===== src/rtl/store_buffer_pkg.sv =====
// store_buffer_pkg: shared access-size encodings, strobe width and store entry layout
package store_buffer_pkg;
  localparam int STRB_W = 4;
  typedef enum logic [2:0] {
    OP_W  = 3'b000,
    OP_H  = 3'b001,
    OP_HU = 3'b010,
    OP_B  = 3'b011,
    OP_BU = 3'b100
  } op_e;
  // Word address is kept beside the record in the queue because its width follows AW.
  typedef struct packed {
    logic [STRB_W-1:0] strb;
    logic [31:0]       data;
  } entry_t;
endpackage


===== src/rtl/store_buffer_sb_fifo.sv =====
// sb_fifo: DEPTH-entry circular store queue with associative word-address match.
// Ports: push/pop with entry in, head entry out, occupancy count, match on match_addr.
module sb_fifo
  import store_buffer_pkg::*;
#(
  parameter int DEPTH = 4,
  parameter int AW    = 32
) (
  input  logic                         clk,
  input  logic                         rst,
  input  logic                         push,
  input  logic                         pop,
  input  logic [AW-1:0]                push_addr,
  input  entry_t                       push_entry,
  input  logic [AW-1:0]                match_addr,
  output logic [AW-1:0]                head_addr,
  output entry_t                       head_entry,
  output logic [$clog2(DEPTH+1)-1:0]   count,
  output logic                         match
);
  localparam int PW = $clog2(DEPTH);
  localparam int CW = $clog2(DEPTH+1);
  logic [PW-1:0]    wp, rp;
  logic [AW-1:0]    addr_q [DEPTH];
  entry_t           ent_q  [DEPTH];
  logic [DEPTH-1:0] vld;
  // Pop clears before push sets, so a full-buffer push onto the popped slot stays valid.
  always_ff @(posedge clk) begin
    if (rst) begin
      wp    <= '0;
      rp    <= '0;
      count <= '0;
      vld   <= '0;
    end else begin
      if (pop) begin
        vld[rp] <= 1'b0;
        rp      <= rp + PW'(1);
      end
      if (push) begin
        addr_q[wp] <= push_addr;
        ent_q[wp]  <= push_entry;
        vld[wp]    <= 1'b1;
        wp         <= wp + PW'(1);
      end
      count <= count + CW'(push) - CW'(pop);
    end
  end
  always_comb begin
    match = 1'b0;
    for (int i = 0; i < DEPTH; i++)
      if (vld[i] && addr_q[i] == match_addr) match = 1'b1;
  end
  assign head_addr  = addr_q[rp];
  assign head_entry = ent_q[rp];
endmodule


===== src/rtl/store_buffer.sv =====
// store_buffer: MEM-stage store buffer draining to a single memory port, with load forwarding stalls.
// Ports: req_* MEM access in, exc_commit mask, stall/adel/ades status, ld_valid/ld_data load result,
// mem_* shared memory port (loads take priority over draining).
module store_buffer
  import store_buffer_pkg::*;
#(
  parameter int DEPTH = 4,
  parameter int AW    = 32
) (
  input  logic          clk,
  input  logic          rst,
  input  logic          req_valid,
  input  logic          req_write,
  input  logic [2:0]    req_op,
  input  logic [AW-1:0] req_addr,
  input  logic [31:0]   req_wdata,
  input  logic          exc_commit,
  output logic          stall,
  output logic          adel,
  output logic          ades,
  output logic          ld_valid,
  output logic [31:0]   ld_data,
  output logic          mem_en,
  output logic [3:0]    mem_wen,
  output logic [AW-1:0] mem_addr,
  output logic [31:0]   mem_wdata,
  input  logic          mem_ready,
  input  logic [31:0]   mem_rdata
);
  localparam int CW = $clog2(DEPTH+1);
  function automatic logic [3:0] strobe(logic [2:0] op, logic [1:0] a);
    return op == OP_W ? 4'b1111 :
           (op == OP_H || op == OP_HU) ? (a[1] ? 4'b1100 : 4'b0011) :
           4'b0001 << a;
  endfunction
  function automatic logic [31:0] replicate(logic [2:0] op, logic [31:0] d);
    return op == OP_W ? d : (op == OP_H || op == OP_HU) ? {2{d[15:0]}} : {4{d[7:0]}};
  endfunction
  function automatic logic [31:0] extend(logic [2:0] op, logic [1:0] a, logic [31:0] d);
    logic [15:0] h;
    logic [7:0]  b;
    h = a[1] ? d[31:16] : d[15:0];
    b = d[{a, 3'b000} +: 8];
    return op == OP_H  ? {{16{h[15]}}, h} :
           op == OP_HU ? {16'b0, h} :
           op == OP_B  ? {{24{b[7]}}, b} :
           op == OP_BU ? {24'b0, b} : d;
  endfunction
  logic [AW-1:0] word, head_addr;
  entry_t        head_entry;
  logic [CW-1:0] count;
  logic          mis, live, is_load, is_store, hazard, load_port, drain, pop, push;
  logic          ld_q;
  logic [2:0]    ld_op_q;
  logic [1:0]    ld_lane_q;
  assign word = {req_addr[AW-1:2], 2'b00};
  assign mis  = ((req_op == OP_H || req_op == OP_HU) && req_addr[0]) ||
                (req_op == OP_W && req_addr[1:0] != 2'b00);
  assign adel = req_valid & ~req_write & mis;
  assign ades = req_valid & req_write & mis;
  assign live      = req_valid & ~exc_commit & ~rst & ~mis;
  assign is_load   = live & ~req_write;
  assign is_store  = live & req_write;
  // A load whose word is still buffered must wait; draining continues so it can clear.
  assign load_port = is_load & ~hazard;
  assign drain     = count != '0 & ~load_port & ~rst;
  assign pop       = drain & mem_ready;
  assign stall     = is_load ? (hazard | ~mem_ready) : is_store & count == CW'(DEPTH) & ~pop;
  assign push      = is_store & ~stall;
  assign mem_en    = load_port | drain;
  assign mem_wen   = drain ? head_entry.strb : 4'b0000;
  assign mem_addr  = load_port ? word : head_addr;
  assign mem_wdata = head_entry.data;
  assign ld_valid  = ld_q & ~rst;
  assign ld_data   = ld_valid ? extend(ld_op_q, ld_lane_q, mem_rdata) : 32'b0;
  always_ff @(posedge clk) begin
    if (rst) begin
      ld_q <= 1'b0;
    end else begin
      ld_q <= load_port & mem_ready;
    end
    ld_op_q   <= req_op;
    ld_lane_q <= req_addr[1:0];
  end
  sb_fifo #(.DEPTH(DEPTH), .AW(AW)) u_fifo (
    .clk        (clk),
    .rst        (rst),
    .push       (push),
    .pop        (pop),
    .push_addr  (word),
    .push_entry ('{strb: strobe(req_op, req_addr[1:0]), data: replicate(req_op, req_wdata)}),
    .match_addr (word),
    .head_addr  (head_addr),
    .head_entry (head_entry),
    .count      (count),
    .match      (hazard)
  );
endmodule

===== config.mk =====
export PLATFORM = sky130hd
export DESIGN_NAME = store_buffer
export DESIGN_NICKNAME = d
export VERILOG_FILES = /design/src/rtl/store_buffer_pkg.sv /design/src/rtl/store_buffer_sb_fifo.sv /design/src/rtl/store_buffer.sv
export SDC_FILE = /design/constraint.sdc
export NUM_CORES = 1
export LEC_CHECK = 0
export ABC_CLOCK_PERIOD_IN_PS = 11850
export BUFFER_PORTS_ARGS = -buffer_cell sky130_fd_sc_hd__buf_2
export CORE_ASPECT_RATIO = 1.1
export CORE_MARGIN = 2
export CORE_UTILIZATION = 35
export DETAILED_ROUTE_END_ITERATION = 6
export PLACE_DENSITY_LB_ADDON = 0.1
export SLEW_MARGIN = 40
export SYNTH_ARGS = -nofsm -noshare
export SYNTH_HDL_FRONTEND = slang
export SYNTH_SLANG_ARGS = --single-unit

===== constraint.sdc =====
create_clock -name clk -period 11.85 [get_ports clk]
set_input_delay 1.7775 -clock clk [delete_from_list [all_inputs] [get_ports clk]]
set_output_delay 1.7775 -clock clk [all_outputs]
set_load 0.05 [all_outputs]

After elaboration in Yosys (flattened, before gate mapping)
Memories as Yosys holds them, arrays and structs flattened. A register that Yosys moved wholly into a read port is not among the register bits. Index checks and enable logic that the tools add are counted.

$add $sub $neg: 4. $lt $le $gt $ge: 4. Equality and inequality tests: 11. Shifts and indexed selects: 2. Muxes and demuxes: 32. Bitwise operators: 32. Reductions and logical operators: 13.

Operators with widths (number): two-way mux 32 bit (8); equality test 32 bit (4); indexed part select 32 x 6 -> 8 bit (1); two-way mux 4 bit (7); bitwise AND 1 bit (18); two-way mux 16 bit (1); two-way mux 1 bit (10); equality test 3 x 2 -> 1 bit (second input constant) (3); inverter 1 bit (9); logical AND 1 bit (8); two-way mux 2 bit (4); equality test 3 x 1 -> 1 bit (second input constant) (2); equality test 3 bit (second input constant) (2); less-than comparator 2 x 3 -> 1 bit (second input constant) (2); adder 2 x 1 -> 2 bit (second input constant) (2); bitwise AND 4 bit (1); demux 1 bit (select 2 bit) (2); greater-or-equal comparator 2 x 1 -> 1 bit (second input constant) (2); inverter 4 bit (1); bitwise OR 4 bit (1); << shifter 1 x 2 -> 4 bit (first input constant) (1); adder 3 x 1 -> 3 bit (1); logical NOT 3 bit (1); nonzero test 3 bit (1); 4 further kinds (6).

Flip-flop bits (word level): 17. RAM bits: 264. Word-level logic and storage cells: 107. Memories: 2.

Memories: u_fifo.ent_q (depth 4, width 36, read ports 1, clocked after memory_dff 1, wr ports 1, line store_buffer_sb_fifo.sv:25) `entry_t ent_q [DEPTH];`; u_fifo.addr_q (depth 4, width 30, read ports 5, clocked after memory_dff 1, wr ports 1, line store_buffer_sb_fifo.sv:24) `logic [AW-1:0] addr_q [DEPTH];`.

Longest topological paths before layout
An unclocked memory read counts as a cell.

Word-level depth: 21. Gate-level depth with buffers: 16. Mapped depth without buffers: 15.

Modules after synthesis
From an unflattened synthesis, not the netlist that was laid out.

Cells, all modules: 886. Area total of the unflattened synthesis: 14109.8 sq um.

Modules (own cells, without submodules): sb_fifo (instances 1, cells an instance 593, area an instance 11793.8 sq um, sequential area each 8428.1 sq um); store_buffer (instances 1, cells an instance 293, area an instance 2316.0 sq um, sequential area each 120.1 sq um).

Worst setup path after synthesis
No wires, ideal clock.

Kind: input port to output port. From: input port req_addr[11]. To: output port mem_wen[0]. Data arrival time: 4722 ps. Path slack: 5351 ps. Cell stages on the path: 10. Path buffers: 3. Path through: buf_2 xnor2_1 nand4_1 or4_1 nor4_2 a2111oi_2 and2_1 buf_6 buf_6 nor3b_1.

Word-level cells in the longest chain between the ends: 12. Elaborated cells on any way between the ends: 18.

Ends and longest elaborated chain: from (decl) (line store_buffer.sv:15) `input logic [AW-1:0] req_addr,`; equality test 32 bit (line store_buffer_sb_fifo.sv:51) `if (vld[i] && addr_q[i] == match_addr) match = 1'b1;`; logical AND 1 bit (line store_buffer_sb_fifo.sv:51); two-way mux 1 bit (3 in a row) (line store_buffer_sb_fifo.sv:51); two-way mux 1 bit (*) (line store_buffer_sb_fifo.sv:51); inverter 1 bit (*) (line store_buffer.sv:65) `assign load_port = is_load & ~hazard;`; bitwise AND 1 bit (*) (line store_buffer.sv:65); inverter 1 bit (*) (line store_buffer.sv:66) `assign drain = count != '0 & ~load_port & ~rst;`; bitwise AND 1 bit (*) (2 in a row) (line store_buffer.sv:66); two-way mux 4 bit (*) (line store_buffer.sv:71) `assign mem_wen = drain ? head_entry.strb : 4'b0000;`; to (decl) (line store_buffer.sv:24) `output logic [3:0] mem_wen,`.

Every way passes the cells marked *; elsewhere a longest branch is shown, timed or not.

Worst setup path after layout
From: input port req_addr[31]. To: output port mem_addr[4].

Word-level cells in the longest chain between the ends: 9. Elaborated cells on any way between the ends: 15.

Ends and longest elaborated chain: equality test 32 bit (line store_buffer_sb_fifo.sv:51); logical AND 1 bit (line store_buffer_sb_fifo.sv:51); two-way mux 1 bit (3 in a row) (line store_buffer_sb_fifo.sv:51); two-way mux 1 bit (*) (line store_buffer_sb_fifo.sv:51); inverter 1 bit (*) (line store_buffer.sv:65); bitwise AND 1 bit (*) (line store_buffer.sv:65); two-way mux 32 bit (*) (line store_buffer.sv:72) `assign mem_addr = load_port ? word : head_addr;`; to (decl) (line store_buffer.sv:25) `output logic [AW-1:0] mem_addr,`.

Marked as above.

==> results.md <==
* Status: completed
* Global placement routability congestion at 0.813
* Synth-to-Final Area Change at 18.7%
* Max_cap viols at 0
* Async set-reset flop share out of synthesis at 0
* CTS root buffer: clkbuf_16
* Critical path class: input pin to output port
* Setup repair after global routing missed its margin: false
* Simple-Gate Fraction of Synth Area at 0.0540
* Critical Path RT at approximately 10 ns
* Mux share of post-synthesis cell area at 0.171
* CP dominant cell by count: buf_2
* Final setup viols at 0
* DRT iter0 DRCs at 454
* Reg clk slew, reported paths at 0.05 ns
* Initial antenna violation count at 2
* Die X at between 150 and 200 µm
* Post-Synth XOR/XNOR Area at 0.0795
* Crit start category: input pin
* CTS Buf Count at 34
* Routed vias at between 8000 and 9000
* EDFF count, synth at 264
* Most common cell after layout, fill and taps aside: edfxtp_1
* Distinct cells, synth at 53
* H-Tree Depth at 2
* CTS tree: yes
* Hold Crit Class: register to register
* Pin count of the biggest net entering global routing at 60
* Hold WS at between 0.5 and 0.6 ns
* FP Rows at 75
* Setup_tns at 0 ns
* Die area at between 40000 and 50000 µm²
* Avg WL per Cell at around 22 µm
* Setup crit end kind: output port
* Lkg Pwr at 5.65 nW
* Sink Count at 283
* Vias in the first global route at ~8300
* Slowest CP cell: a2111oi_4
* Fmax at roughly 150 MHz
* Core area at ~38000 µm²
* Fraction of the mapped netlist area in adder cells at 0.0114
* Compound-Gate Fraction of Synth Area at 0.0455
* Syn Inst Count at around 880
* Postcts setup bufs at 0
* Fin crit period at 6.62 ns
* Cell Area, Synth at about 14000 µm²
* Slew @ Worst Pin at 0.809 ns
* Largest family of logic cells by synthesized area: multiplexers
* Post-cts resize count at 0
* PortBufs at between 200 and 250
* Worst-path cell chain: buf_2, xor2_1, nor4_1, nand4_1, o22ai_1, a2111oi_4, and2_2, buf_4, mux2_2, buf_2
* Chip Height at about 210 µm
* Yosys warnings at 0
* Drt drc at 0
* Gr usage total at 0.173
* Pre-Repair DR Iteration Count at 6
* Period utilisation layout at 0.558
* Layout cells sized above 1 at 0.371
* Post-DP HPWL at between 20000 and 25000 µm
* Endpoints failing hold at 0
* Avg Inst Size Synth at roughly 16 µm²
* Layout Cells excl Fill at 1587
* Worst rel slew slack at 0.461
* Most frequent cells in the layout: edfxtp_1, buf_2, xnor2_1
* Dominant synthesized flop cell: edfxtp_1
* Maximum clock path buffer count at 3
* Core Util, Final at 0.423
* Setup Skew at roughly 0.028 ns
* #FFs+latches synth at ~280
* Skew-Pair Late Insertion Delay at 0.52 ns
* Initial Util at 0.357
* CP Data Arrival Time at a little under 5 ns
* Register area share after synthesis at 0.608
* First-pass GRT wire length at about 52000 µm
* Via density at between 5 and 6
* Total power at between 2 and 3 mW
* Placed cell count at between 1500 and 2000
* Power Dens Cells at between 150 and 200 nW/µm²
* Max Slew Vio Count at 0
* Detailed Route WL at around 35000 µm
* Final ANT Viol Nets at 0
* Nets at 1179
* Crit-path max FO at 26
* Critical path's top delay family: buffers and inverters
* Num ports at 210
* Crit-path max cell delay at 0.59 ns
* WP buf/inv at 3
* Hold Buf Count CTS at 0
* Worst VDD drop at roughly 140 µV
* Grt ovf at 0
[kinds of logic after synthesis]
| group | Yosys count |
|---|---|
| other | 1 |
| flip-flops | 283 |
| buffers and inverters | 90 |
| adder cells (fa/ha/maj) | 12 |
| AND/OR/NAND/NOR | 148 |
| multiplexers | 133 |
| XOR/XNOR | 124 |
| AO/OA/AOI/OAI | 87 |
[area by class of cell]
type,instances,area (µm²)
clock inverters,11,129
flip-flops and latches,283,8320
multi-input cells,506,4970
diodes,1,2.50
repair buffers,217,1130
fillers,3605,22100
well taps,500,626
clock buffers,48,965
inverters,21,78.8
[layer usage]
layer	share of wire	global-route usage
met5	0.00037	0
met1	0.42	0.224
met4	0.018	0.0440
met3	0.055	0.0380
met2	0.51	0.295
[where the power goes]
group / switching, mW / total [mW] / internal (mW)
combinational: 0.357 / 0.568 / 0.211
clock: 0.393 / 1.01 / 0.612
sequential: 0.0292 / 1.14 / 1.11
total: 0.780 / 2.71 / 1.93
[synth_stat cells (all sizes together) (4+ instances only)]
| cell | number | area, µm² |
|---|---|---|
| xnor2 | 88 | 771 |
| a31o | 4 | 35.0 |
| edfxtp | 264 | 7930 |
| a21oi | 23 | 115 |
| nor3b | 5 | 37.5 |
| nand2 | 56 | 210 |
| o211ai | 10 | 75.1 |
| a22o | 14 | 123 |
| clkbuf | 28 | 106 |
| a211o | 4 | 35.0 |
| mux2 | 53 | 691 |
| nor4 | 10 | 68.8 |
| mux2i | 13 | 130 |
| a31oi | 7 | 43.8 |
| inv | 21 | 78.8 |
| nand3 | 4 | 20.0 |
| nor3 | 7 | 35.0 |
| dfxtp | 19 | 380 |
| nor2 | 23 | 86.3 |
| buf | 41 | 230 |
| mux4 | 67 | 1510 |
| nand4 | 24 | 150 |
| and2 | 5 | 31.3 |
| o21ai | 7 | 35.0 |
| ha | 10 | 125 |
| a222oi | 6 | 60.1 |
| xor2 | 36 | 315 |
[state kept, by name, summed over array words and instances, names as in the netlist, named ones only]
name,cells
u_fifo.wp,2
ld_q,1
ld_lane_q,2
u_fifo.count,3
ld_op_q,3
u_fifo.vld,4
u_fifo.addr_q,120
u_fifo.ent_q,144
u_fifo.rp,2
[worst paths after layout]
kind	from	end	slack (ns)	cells after the start
hold reg to reg	u_fifo.vld[2]	u_fifo.vld[2]	0.51	1
setup / recovery	req_addr[31]	mem_addr[4]	5.23	10
setup reg to reg	u_fifo.addr_q[0][2]	u_fifo.count[2]	8.21	15
hold / removal	u_fifo.vld[2]	u_fifo.vld[2]	0.51	1
[per-stage QoR]
step,cell area (µm²),setup slack (ns)
after global routing,16200,5.06
after CTS,16200,4.87
after floorplan,13700,5.35
after detailed placement,15100,4.89
final,16200,5.23
after global placement,15100,5.01
[worst reg2reg max path, delay by kind of cell, from the launching register on]
kind	cells	cell delay, ns
and+or+nand+nor	4	1.20
adders and majority gates	3	0.76
xor gates and xnor gates	3	0.55
AOI/OAI and AO/OA	2	0.40
DFF	1	0.39
buffers and inverters	3	0.19
(Power assumes the default switching activity.)
